--- src/rtl/push_btn_poller.sv ---
// Round-robin poller for four push-button devices: issues RBS reads, latches presses into
// pending bits and presents them to a consumer as an acknowledged event stream.
module push_btn_poller #(
  parameter int unsigned PollInterval = 1000,
  parameter int unsigned CounterSize  = 16
) (
  input  logic        clock,
  input  logic        reset,
  input  logic [11:0] inst,
  input  logic        inst_en,
  output logic [11:0] btn_inst,
  output logic [3:0]  btn_inst_en,
  input  logic [3:0]  btn_status,
  output logic [3:0]  pending,
  output logic        event_valid,
  output logic [1:0]  event_id,
  input  logic        event_ack,
  output logic        error
);

  localparam logic [2:0] StReset  = 3'd0;
  localparam logic [2:0] StIdle   = 3'd1;
  localparam logic [2:0] StIssue  = 3'd2;
  localparam logic [2:0] StSample = 3'd3;
  localparam logic [2:0] StWait   = 3'd4;
  localparam logic [2:0] StError  = 3'd5;

  localparam logic [3:0] OpEn  = 4'd1;
  localparam logic [3:0] OpDis = 4'd2;
  localparam logic [3:0] OpClr = 4'd3;

  localparam logic [11:0] InstRbs = 12'h100;

  // Last Wait count; a zero interval still spends one cycle in Wait.
  localparam logic [CounterSize-1:0] CntLast =
      (PollInterval == 0) ? '0 : CounterSize'(PollInterval - 1);

  logic [2:0]             state_q, state_d;
  logic [3:0]             mask_q, mask_d;
  logic [1:0]             ptr_q, ptr_d;
  logic [CounterSize-1:0] cnt_q, cnt_d;
  logic [3:0]             pending_q, pending_d;
  logic                   dis_q, dis_d;

  logic [3:0] opcode;
  logic       cmd_ok, is_en, is_dis, is_clr, is_bad;
  logic       issue_hit;
  logic       unused_inst;

  assign unused_inst = ^inst[7:4];

  assign opcode    = inst[11:8];
  assign cmd_ok    = inst_en && (state_q != StReset);
  assign is_en     = cmd_ok && (opcode == OpEn);
  assign is_dis    = cmd_ok && (opcode == OpDis);
  assign is_clr    = cmd_ok && (opcode == OpClr);
  assign is_bad    = cmd_ok && (opcode > OpClr);
  assign issue_hit = (state_q == StIssue) && mask_q[ptr_q];

  always_comb begin
    state_d   = state_q;
    mask_d    = mask_q;
    ptr_d     = ptr_q;
    cnt_d     = cnt_q;
    pending_d = pending_q;
    dis_d     = dis_q;

    if (is_en) begin
      mask_d = inst[3:0];
    end

    // Clears first, then the Sample set, so a press seen this cycle is never lost.
    if (is_clr) begin
      pending_d = '0;
    end
    if (event_ack && event_valid) begin
      pending_d[event_id] = 1'b0;
    end
    if (state_q == StSample) begin
      pending_d[ptr_q] = pending_d[ptr_q] | btn_status[ptr_q];
    end

    case (state_q)
      StReset: begin
        state_d = StIdle;
      end
      StIdle: begin
        dis_d = 1'b0;
        if (is_en && (inst[3:0] != 4'b0000)) begin
          ptr_d   = 2'd0;
          state_d = StIssue;
        end
      end
      StIssue: begin
        if (mask_q[ptr_q]) begin
          // An RBS is in flight; remember a DIS and honour it after the Sample.
          state_d = StSample;
          if (is_dis) begin
            dis_d = 1'b1;
          end
        end else if (is_dis) begin
          state_d = StIdle;
        end else if (ptr_q == 2'd3) begin
          ptr_d   = 2'd0;
          cnt_d   = '0;
          state_d = StWait;
        end else begin
          ptr_d = ptr_q + 2'd1;
        end
      end
      StSample: begin
        if (is_dis || dis_q) begin
          dis_d   = 1'b0;
          state_d = StIdle;
        end else if (ptr_q == 2'd3) begin
          ptr_d   = 2'd0;
          cnt_d   = '0;
          state_d = StWait;
        end else begin
          ptr_d   = ptr_q + 2'd1;
          state_d = StIssue;
        end
      end
      StWait: begin
        if (is_dis) begin
          state_d = StIdle;
        end else if (cnt_q >= CntLast) begin
          state_d = StIssue;
        end else begin
          cnt_d = cnt_q + CounterSize'(1);
        end
      end
      StError: begin
        state_d = StError;
      end
      default: begin
        state_d = StError;
      end
    endcase

    if (is_bad || (state_d == StError)) begin
      state_d   = StError;
      pending_d = '0;
    end
  end

  always_ff @(posedge clock) begin
    if (reset) begin
      state_q   <= StReset;
      mask_q    <= '0;
      ptr_q     <= '0;
      cnt_q     <= '0;
      pending_q <= '0;
      dis_q     <= 1'b0;
    end else begin
      state_q   <= state_d;
      mask_q    <= mask_d;
      ptr_q     <= ptr_d;
      cnt_q     <= cnt_d;
      pending_q <= pending_d;
      dis_q     <= dis_d;
    end
  end

  always_comb begin
    btn_inst    = 12'h000;
    btn_inst_en = 4'b0000;
    if (issue_hit) begin
      btn_inst    = InstRbs;
      btn_inst_en = 4'b0001 << ptr_q;
    end
  end

  assign pending     = pending_q;
  assign event_valid = |pending_q;
  assign error       = (state_q == StError);

  always_comb begin
    event_id = 2'd0;
    if (pending_q[0]) begin
      event_id = 2'd0;
    end else if (pending_q[1]) begin
      event_id = 2'd1;
    end else if (pending_q[2]) begin
      event_id = 2'd2;
    end else if (pending_q[3]) begin
      event_id = 2'd3;
    end
  end

endmodule

--- config.mk ---
export PLATFORM = sky130hd
export DESIGN_NAME = push_btn_poller
export DESIGN_NICKNAME = d
export VERILOG_FILES = /design/src/rtl/push_btn_poller.sv
export SDC_FILE = /design/constraint.sdc
export NUM_CORES = 1
export LEC_CHECK = 0
export CORE_ASPECT_RATIO = 0.75
export CORE_MARGIN = 2
export CORE_UTILIZATION = 53
export DETAILED_ROUTE_END_ITERATION = 7
export GPL_ROUTABILITY_DRIVEN = 0
export PLACE_DENSITY = 0.82
export SLEW_MARGIN = 40
export SYNTH_ARGS = -nofsm -noshare
export SYNTH_HDL_FRONTEND = slang
export SYNTH_SLANG_ARGS = --single-unit
--- constraint.sdc ---
create_clock -name clock -period 3.9 [get_ports clock]
set_clock_uncertainty 0.15 [all_clocks]
set_input_delay 0.78 -clock clock [delete_from_list [all_inputs] [get_ports clock]]
set_output_delay 0.78 -clock clock [all_outputs]
set_load 0.02 [all_outputs]
==> impl_summary.md <==
Critical path
The number of buffers and inverters on the critical path is 1. The standard cell with the maximum stage delay on the critical path is sky130_fd_sc_hd__mux4_2. Data on the critical path arrives at its endpoint at 2.46 ns. The data required time of the worst path is 2.97 ns. The critical path goes through mux4_2 > nand2_1 > nor2_1 > and2_1 > clkdlybuf4s50_1. The endpoint class of the critical path is an output port. Along the worst path, the maximum fanout reaches 11. The category of cells accounting for the largest share of critical-path delay is multiplexers. The highest cell delay on the worst timing path is 0.60 ns. The type of the worst setup path is reg -> out. The startpoint class of the critical path is a flip-flop.

Logic synthesis
The most used flip-flop cell after synthesis is sky130_fd_sc_hd__dfxtp_1. The count of flip-flops with a built-in enable after synthesis is 0. Ranked by total cell area, the synthesized netlist is headed by sky130_fd_sc_hd__dfxtp_1 34%, sky130_fd_sc_hd__buf_4 5.1%, sky130_fd_sc_hd__a21oi_1 4.8%. The number of library cell types mapped by synthesis is 53.

In the synthesized netlist, the number of instances is 204. The yosys synthesis warning count is 0. The share of synthesized area in the top cell type comes to 0.339. Summed over all instances, the cell type with the most area after synthesis is sky130_fd_sc_hd__dfxtp_1. The synthesized netlist occupies a cell area of 1770 um2.

The post-synthesis average cell area is 8.70 um2. The sequential cell area fraction in the yosys report is 0.339. The synthesized design contains 30 register bits. The async set-reset flop share out of synthesis is 0.

Status
The flow ran to the end, and the final reports show no timing, DRC or antenna violations.

Die
The die extent in x is 70.8 um. The placeable core area is 3240 um2. The initial utilization of the core area, before any placement, comes to 0.547.

For this design the top-level I/O count stands at 44. In this run the vertical extent of the chip is 54.1 um. The number of standard-cell rows in the floorplan is 18. The die area is 3830 um2.

Placed design
The wire-length estimate of the detail-placed layout is 2890 um. Once placement finished, the instance area stood at 2040 um2. The number of I/O port buffers is 28.

Routing
The count of TritonRoute iterations in the first routing pass is 4. Dividing the detail-routed wire length by the instance count gives 14.3 um. The average via count per standard cell is 5.74.

The final layout contains routed wiring with a total length of 3940 um. For this run, design rule violations remaining after detail routing come to 0. The vias after detailed routing is 1579. The number of nets with antenna violations after detailed routing is 0. The detailed router finished its first iteration with 103 violations.

STA
Based on the critical path, the design can be clocked at up to 0.295 GHz. After routing, the total negative slack on setup checks comes to 0 ns. The headroom to the max-slew limit is 0.454. The final-report setup violation count is 0.

The worst hold slack across all endpoints is 0.310 ns. The hold violation count in the final report was 0. Setup repair after global routing left no endpoint under its margin. The count of pins over their slew limit is 0. Of the available clock period, the critical path in the final layout requires 0.870.

Counting I/O delays and the setup requirement, the final critical path takes 3.39 ns. The transition time at the pin with the least slew margin is 0.799 ns.

GRT
The pin count of the biggest net entering global routing is 20. The number of global-route vias before repair is 1378. The initial antenna violation count came to 0. The first global-routing pass estimated 6510 um of wire. The total overflow left after global routing is 0. The combined global-route utilization of all metal layers is 0.223.

Clocking
The clock sink count is 30. At the later pin of the worst-skew pair, clock insertion delay measures 0.30 ns. In this run the clock root is driven by a sky130_fd_sc_hd__clkbuf_8. The buffer levels on the longest clock path is 2.

In this run, post-CTS repair resized a total of 0 instances. The TritonCTS clock tree is yes. CTS built an H-tree with a depth of 2. The number of buffers added to fix hold violations after cts is 0. The clock-pin slew of the registers on the worst-case setup and hold paths is 0.07 ns.

In this run, CTS created clock tree buffers numbering 5. In this run the post-CTS setup repair buffer count came out at 0.

Cells and area
With fillers left out, the area of the finished cells amounts to 2140 um2. The fraction of final layout cells with drive strength greater than 1 is 0.0936. Summing all multi-input logic gate instances after layout gives 1070 um2. Registers take 601 um2. Counting the fill cells in the layout gives 284.

The repair_antennas step left the layout with diodes totalling 0. The top cell types in the final layout, fill and taps aside, are 30 x sky130_fd_sc_hd__dfxtp_1, 28 x sky130_fd_sc_hd__clkdlybuf4s50_1, 17 x sky130_fd_sc_hd__a21oi_1, 14 x sky130_fd_sc_hd__nor2_1. Leaving out fill and tap cells, the most frequent cell in the layout is sky130_fd_sc_hd__dfxtp_1.

The relative area change from synthesis to final layout is 20.5%. The net count reported at finish is 259.

Power
Dividing total power by cell area gives a power density of 309 nW/um2. Across the VDD grid, the largest voltage drop is 0.278 mV. Summed over all cells, the static leakage comes to 0.761 nW.

Worst hold path
The type of the worst min-delay path is reg -> reg.

Flow run
Across the run, the number of max-cap violations was 0.
worst register-to-register path: cells and delay by family, from the launching register on:
kind | cells | cell delay, ns
AOI/OAI and AO/OA | 3 | 1.15
adders and majority gates | 1 | 0.31
buffers and inverters | 1 | 0.08
DFF | 1 | 0.58
and+or+nand+nor | 1 | 0.28
cell type report:
class                   instances  area share
well taps                      40      0.0234
inverters                       8      0.0141
clock buffers                   6      0.0386
flip-flops and latches         30       0.281
repair buffers                 29       0.135
multi-input cells             160       0.502
clock inverters                 2     0.00585
metal layers:
layer,wire length [um],global-route usage,part of all wire,vias to the layer above
li1,-,-,-,796
met1,2010,0.322,0.51,715
met5,0,0,0,-
met4,74,0.104,0.019,0
met3,295,0.0599,0.075,7
met2,1560,0.308,0.40,61
logic make-up after synthesis:
logic type | synth area share
flops | 0.339
buf+inv | 0.0776
xor+xnor | 0.00494
fa+ha+maj | 0.0353
simple gates | 0.276
mux | 0.0416
other cells | 0.00211
compound gates | 0.224
cell usage after synthesis, drive strengths merged (2+ instances only):
library cell	n
a41oi	2
nand2b	4
nor3b	2
and3	4
a22oi	2
a31oi	5
nor2	14
a211oi	4
and2	11
nand2	10
nand3	3
a211o	2
or4	4
or3b	3
or3	7
nor2b	4
buf	15
nor3	7
or2	2
a311oi	4
dfxtp	30
o31ai	3
ha	5
inv	8
nand4	2
o21ai	5
o21a	4
a32oi	4
a21oi	18
mux2i	4
flip-flops by register name, summed over array words and instances, names as in the netlist:
name,cells
ptr_q,2
mask_q,4
state_q,3
dis_q,1
pending,4
cnt_q,16
worst paths after layout:
check / start / end / slack [ns] / cells past startpoint
hold reg to reg: cnt_q[9]$_SDFFE_PP0P_ / cnt_q[9]$_SDFFE_PP0P_ / 0.31 / 1
setup reg to reg: ptr_q[0]$_SDFFE_PP0P_ / cnt_q[2]$_SDFFE_PP0P_ / 1.24 / 6
setup / recovery: ptr_q[0]$_SDFFE_PP0P_ / btn_inst_en[0] / 0.51 / 5
hold / removal: cnt_q[9]$_SDFFE_PP0P_ / cnt_q[9]$_SDFFE_PP0P_ / 0.31 / 1
power by group:
part	leakage, nW	total, mW	switching (mW)	internal (mW)
registers	0.242	0.314	0.00444	0.310
clock network	0.0472	0.270	0.128	0.142
logic	0.472	0.0762	0.0444	0.0317
total	0.761	0.660	0.177	0.483
metrics by stage:
stage,setup slack [ns],total power [mW],instances,util
CTS,0.517,0.663,275,0.659
finish,0.506,0.660,275,0.659
floorplan,1.49,0.375,214,-
global route,0.429,0.680,275,0.659
detailed placement,0.598,0.396,267,0.630
global placement,0.773,0.395,267,0.630
Power figures use the tool's default switching activity.
